===== config.mk =====
export PLATFORM = sky130hd
export DESIGN_NAME = count_enable_sequencer
export DESIGN_NICKNAME = d
export VERILOG_FILES = /design/src/rtl/count_enable_sequencer.sv
export SDC_FILE = /design/constraint.sdc
export NUM_CORES = 1
export LEC_CHECK = 0
export BUFFER_PORTS_ARGS = -buffer_cell sky130_fd_sc_hd__buf_2
export CAP_MARGIN = 0
export CORE_MARGIN = 2
export CORE_UTILIZATION = 50
export DETAILED_ROUTE_END_ITERATION = 10
export PLACE_DENSITY = 0.77
export SLEW_MARGIN = 20
export SYNTH_ARGS = -nofsm -noshare
export SYNTH_HDL_FRONTEND = slang
export SYNTH_SLANG_ARGS = --single-unit
export TNS_END_PERCENT = 50

===== constraint.sdc =====
create_clock -name clk -period 4 [get_ports clk]
set_input_delay 0.4 -clock clk [delete_from_list [all_inputs] [get_ports clk]]
set_output_delay 0.4 -clock clk [all_outputs]
set_load 0.01 [all_outputs]

===== src/rtl/count_enable_sequencer.sv =====
// count_enable_sequencer: conditions start/stop/burst levels into a prescaled enable stream for the counter
module count_enable_sequencer #(
  parameter int PRESCALE = 3,
  parameter int BURST_W  = 4
) (
  input  logic               clk,
  input  logic               rst,
  input  logic               start,
  input  logic               stop,
  input  logic               burst,
  input  logic [BURST_W-1:0] burst_len,
  output logic               enable,
  output logic               busy,
  output logic               done
);
  typedef enum logic [1:0] {IDLE, RUN, BURST} state_t;
  localparam logic [3:0]         PMAX = 4'(PRESCALE - 1);
  localparam logic [BURST_W-1:0] ONE  = BURST_W'(1);
  logic [2:0]         s1_q, s2_q, h_q, ev;
  state_t             state_q, state_d;
  logic [3:0]         pre_q, pre_d;
  logic [BURST_W-1:0] rem_q, rem_d;
  logic               done_q, done_d;
  logic               ev_start, ev_stop, ev_burst;
  assign ev       = s2_q & ~h_q;
  assign ev_start = ev[0];
  assign ev_stop  = ev[1];
  assign ev_burst = ev[2];
  assign busy     = state_q != IDLE;
  assign enable   = busy && pre_q == PMAX;
  assign done     = done_q;
  // two-flop synchronizer plus history flop per button, bit order {burst, stop, start}
  always_ff @(posedge clk or negedge rst) begin
    if (!rst) begin
      s1_q <= '0;
      s2_q <= '0;
      h_q  <= '0;
    end else begin
      s1_q <= {burst, stop, start};
      s2_q <= s1_q;
      h_q  <= s2_q;
    end
  end
  // mode, prescaler, remaining-pulse and done registers
  always_ff @(posedge clk or negedge rst) begin
    if (!rst) begin
      state_q <= IDLE;
      pre_q   <= '0;
      rem_q   <= '0;
      done_q  <= 1'b0;
    end else begin
      state_q <= state_d;
      pre_q   <= pre_d;
      rem_q   <= rem_d;
      done_q  <= done_d;
    end
  end
  // next state with stop > burst > start priority; prescaler restarts from 0 on every entry
  always_comb begin
    state_d = state_q;
    pre_d   = state_q == IDLE ? '0 : (pre_q == PMAX ? '0 : pre_q + 4'd1);
    rem_d   = rem_q;
    done_d  = 1'b0;
    case (state_q)
      IDLE: begin
        if (ev_stop) begin
          state_d = IDLE;
        end else if (ev_burst) begin
          if (burst_len != '0) begin
            state_d = BURST;
            rem_d   = burst_len;
          end else begin
            done_d  = 1'b1;
          end
        end else if (ev_start) begin
          state_d = RUN;
        end
      end
      RUN: begin
        if (ev_stop) begin
          state_d = IDLE;
          pre_d   = '0;
        end
      end
      BURST: begin
        if (ev_stop) begin
          state_d = IDLE;
          pre_d   = '0;
          rem_d   = '0;
        end else if (enable) begin
          rem_d = rem_q == '0 ? '0 : rem_q - ONE;
          if (rem_q <= ONE) begin
            state_d = IDLE;
            pre_d   = '0;
            done_d  = 1'b1;
          end
        end
      end
      default: begin
        state_d = IDLE;
        pre_d   = '0;
        rem_d   = '0;
      end
    endcase
  end
endmodule


==> results.json <==
{
  "area_growth_pct": 13.5,
  "period_share": 0.492,
  "grt_pass1_vias": 594,
  "multi_input_area_um2": 368,
  "avgSynthCellArea_um2": 11.3,
  "critPathMaxStageDelay_ns": 0.42,
  "drc": 0,
  "crit_fanout": 5,
  "yosys.area.top_type_share": 0.552,
  "end_kind": "output pin",
  "finalSetupTns_ns": 0,
  "path_cells": "inv_1, ha_1, or3b_1, nor2_1, buf_2",
  "dp_hpwl_mm": 1.10,
  "vias": 661,
  "final-hold-violation-count": 0,
  "maxSlewViolCount": 0,
  "synth_area_um2": 907,
  "antenna_found_initial": 0,
  "drv_cap": 0,
  "outcome": "completed",
  "min_path_type": "in -> async",
  "grt_pass1_wl_mm": 2.59,
  "cts_made_buffers": 3,
  "fin_crit_ns": 1.97,
  "wirelength_mm": 1.51,
  "fin_util": 0.603,
  "placedInstanceArea_um2": 977,
  "syn_inst": 80,
  "stdcell_area_mm2": 0.00103,
  "cts_hold_buf": 0,
  "firstDrtPassIters": 4,
  "max_freq_mhz": 508,
  "rsz0062_at_grt": "no",
  "clock_path_buffers": 2,
  "power_density_mw_per_mm2": 585,
  "synthArstFlopShare": 1.00,
  "clock_skew_ns": 0.000867,
  "critPathBufInv": 2,
  "grt_max_degree": 21,
  "dp_slack_ns": 2.12,
  "ios": 12,
  "ys_warn_count": 0,
  "via_per_inst": 5.60,
  "postCtsSetupBuffers": 0,
  "root_buffer": "clkbuf_4",
  "synth_edf_count": 0,
  "synth.area.top_cells": "dfrtp_1 55%, nor2_1 3.7%, ha_1 2.8%",
  "r2r-start": "pre_q[0]",
  "cts_tree": "yes",
  "r2r_end": "rem_q[1]",
  "r2r_setup_slack_ns": 2.11,
  "synth_top_flop_cell": "dfrtp_1",
  "port_buffers": 11,
  "p_leak_nw": 0.471,
  "worstMarginPinSlew_ns": 0.422,
  "cp-start-kind": "register",
  "worstSetupPathType": "reg -> out",
  "gp_congestion": 0.882,
  "grt.total_usage": 0.176,
  "arrival_ns": 1.57,
  "layout-drive-gt1-share": 0.237,
  "die_x_um": 46.6,
  "syn_nets": 91,
  "die_area_mm2": 0.00217,
  "ir_drop_mv": 0.297,
  "setup_violations": 0,
  "fp-row-count": 15,
  "clk_pin_slew_ns": 0.11,
  "chipHeight_um": 46.6,
  "yosysSeqAreaShare": 0.552,
  "htree_levels": 1,
  "core-area_mm2": 0.00171,
  "seqCellArea_um2": 500,
  "required_ns": 3.60,
  "post_cts_resized": 0,
  "start_util": 0.531,
  "crit_path_top_delay_cell": "dfrtp_1",
  "relSlewSlack": 0.718,
  "synth-seq-cells": 20,
  "cts_sinks": 20,
  "diodes": 0,
  "fin_nets": 105,
  "nFillCells": 123,
  "insertion_delay_ns": 0.30,
  "grt-ovfl-total": 0,
  "rr_worst_depth": 6,
  "yosysTopAreaCell": "dfrtp_1",
  "finalWorstSetupSlack_ns": 2.03,
  "synth_cell_types": 36,
  "wl_per_cell_um": 12.8,
  "drt_iter0_drc": 24,
  "cpLargestDelayFamily": "simple AND/OR/NAND/NOR gates",
  "ant_nets": 0
}
==> kinds of logic (layout without fill, tap and decap cells) <==
| logic type | after synthesis | count (layout) | share of synthesized area |
|---|---|---|---|
| xor+xnor | 3 | 3 | 0.0290 |
| compound gates | 12 | 12 | 0.0952 |
| flops | 20 | 20 | 0.552 |
| buf+inv | 8 | 21 | 0.0428 |
| mux | 1 | 1 | 0.0165 |
| simple gates | 34 | 34 | 0.237 |
| fa+ha+maj | 2 | 2 | 0.0276 |
==> stage by stage <==
step                      instances  power (W)  hold slack [ns]
after global placement          114   0.000437            0.338
after floorplan                  80   0.000404            0.104
final                           118   0.000603           0.0166
after CTS                       118   0.000604           0.0278
after global routing            118   0.000641           0.0467
after detailed placement        114   0.000441            0.337
==> worst max path at each step <==
stage	startpoint	to	depth (start not counted)
floorplan	pre_q[0]	rem_q[1]	6
global placement	pre_q[0]	rem_q[1]	6
detailed placement	pre_q[0]	rem_q[1]	6
CTS	pre_q[0]	enable	5
global route	pre_q[0]	enable	5
finish	pre_q[0]	enable	5
==> state kept, by name, summed over array words and instances, names as in the netlist <==
signal	flops
h_q	3
pre_q	4
state_q	2
rem_q	4
done	1
s1_q	3
s2_q	3
==> power breakdown <==
part	internal, W	leakage (nW)	total, W	switching, W
clock	0.000101	0.0279	0.000161	0.0000601
combinational	0.0000737	0.193	0.000161	0.0000875
sequential	0.000238	0.251	0.000280	0.0000421
total	0.000413	0.471	0.000603	0.000190
==> cell usage in the layout, fill, tap and decap left out <==
cell type	count
a2111oi_0	1
a21oi_1	2
a22o_1	1
a31oi_1	1
a32oi_1	2
buf_2	11
bufinv_16	1
clkbuf_4	3
dfrtp_1	20
ha_1	2
inv_1	6
mux2_4	1
nand2_1	1
nand2b_1	2
nand3_1	2
nand4_1	1
nand4b_1	1
nor2_1	9
nor2b_1	2
nor3_1	4
nor3_2	1
nor3_4	1
nor3b_1	1
nor3b_2	1
o211ai_1	2
o21ai_1	1
o22ai_1	1
o41ai_1	1
or2_2	1
or2b_1	1
or3_1	2
or3_2	1
or3b_1	1
or4_1	1
or4_4	1
xnor2_1	1
xor2_1	2
==> cell usage after synthesis, types with 2 or more instances <==
cell type and n:
o211ai_1 2, or3_1 2, inv_1 6, nand3_1 2
ha_1 2, nor3_1 4, dfrtp_1 20, nand2b_1 2
nor2_1 9, xor2_1 2, a21oi_1 2, nor2b_1 2
a32oi_1 2
==> final cells by class <==
cell class | instances | share of cell area
Clock buffer | 3 | 0.0219
Clock inverter | 1 | 0.0292
Tap cell | 25 | 0.0304
Timing Repair Buffer | 11 | 0.0535
Inverter | 6 | 0.0219
Sequential cell | 20 | 0.486
Multi-Input combinational cell | 52 | 0.357
==> layer usage <==
layer	vias to the layer above	routed length, um	share of wire	track usage
li1	311	-	-	-
met1	316	714	0.47	0.246
met2	29	690	0.46	0.258
met3	5	68	0.045	0.0235
met4	0	35	0.023	0.103
met5	-	0	0	0
Note: power is estimated with default switching activity, not from simulation.
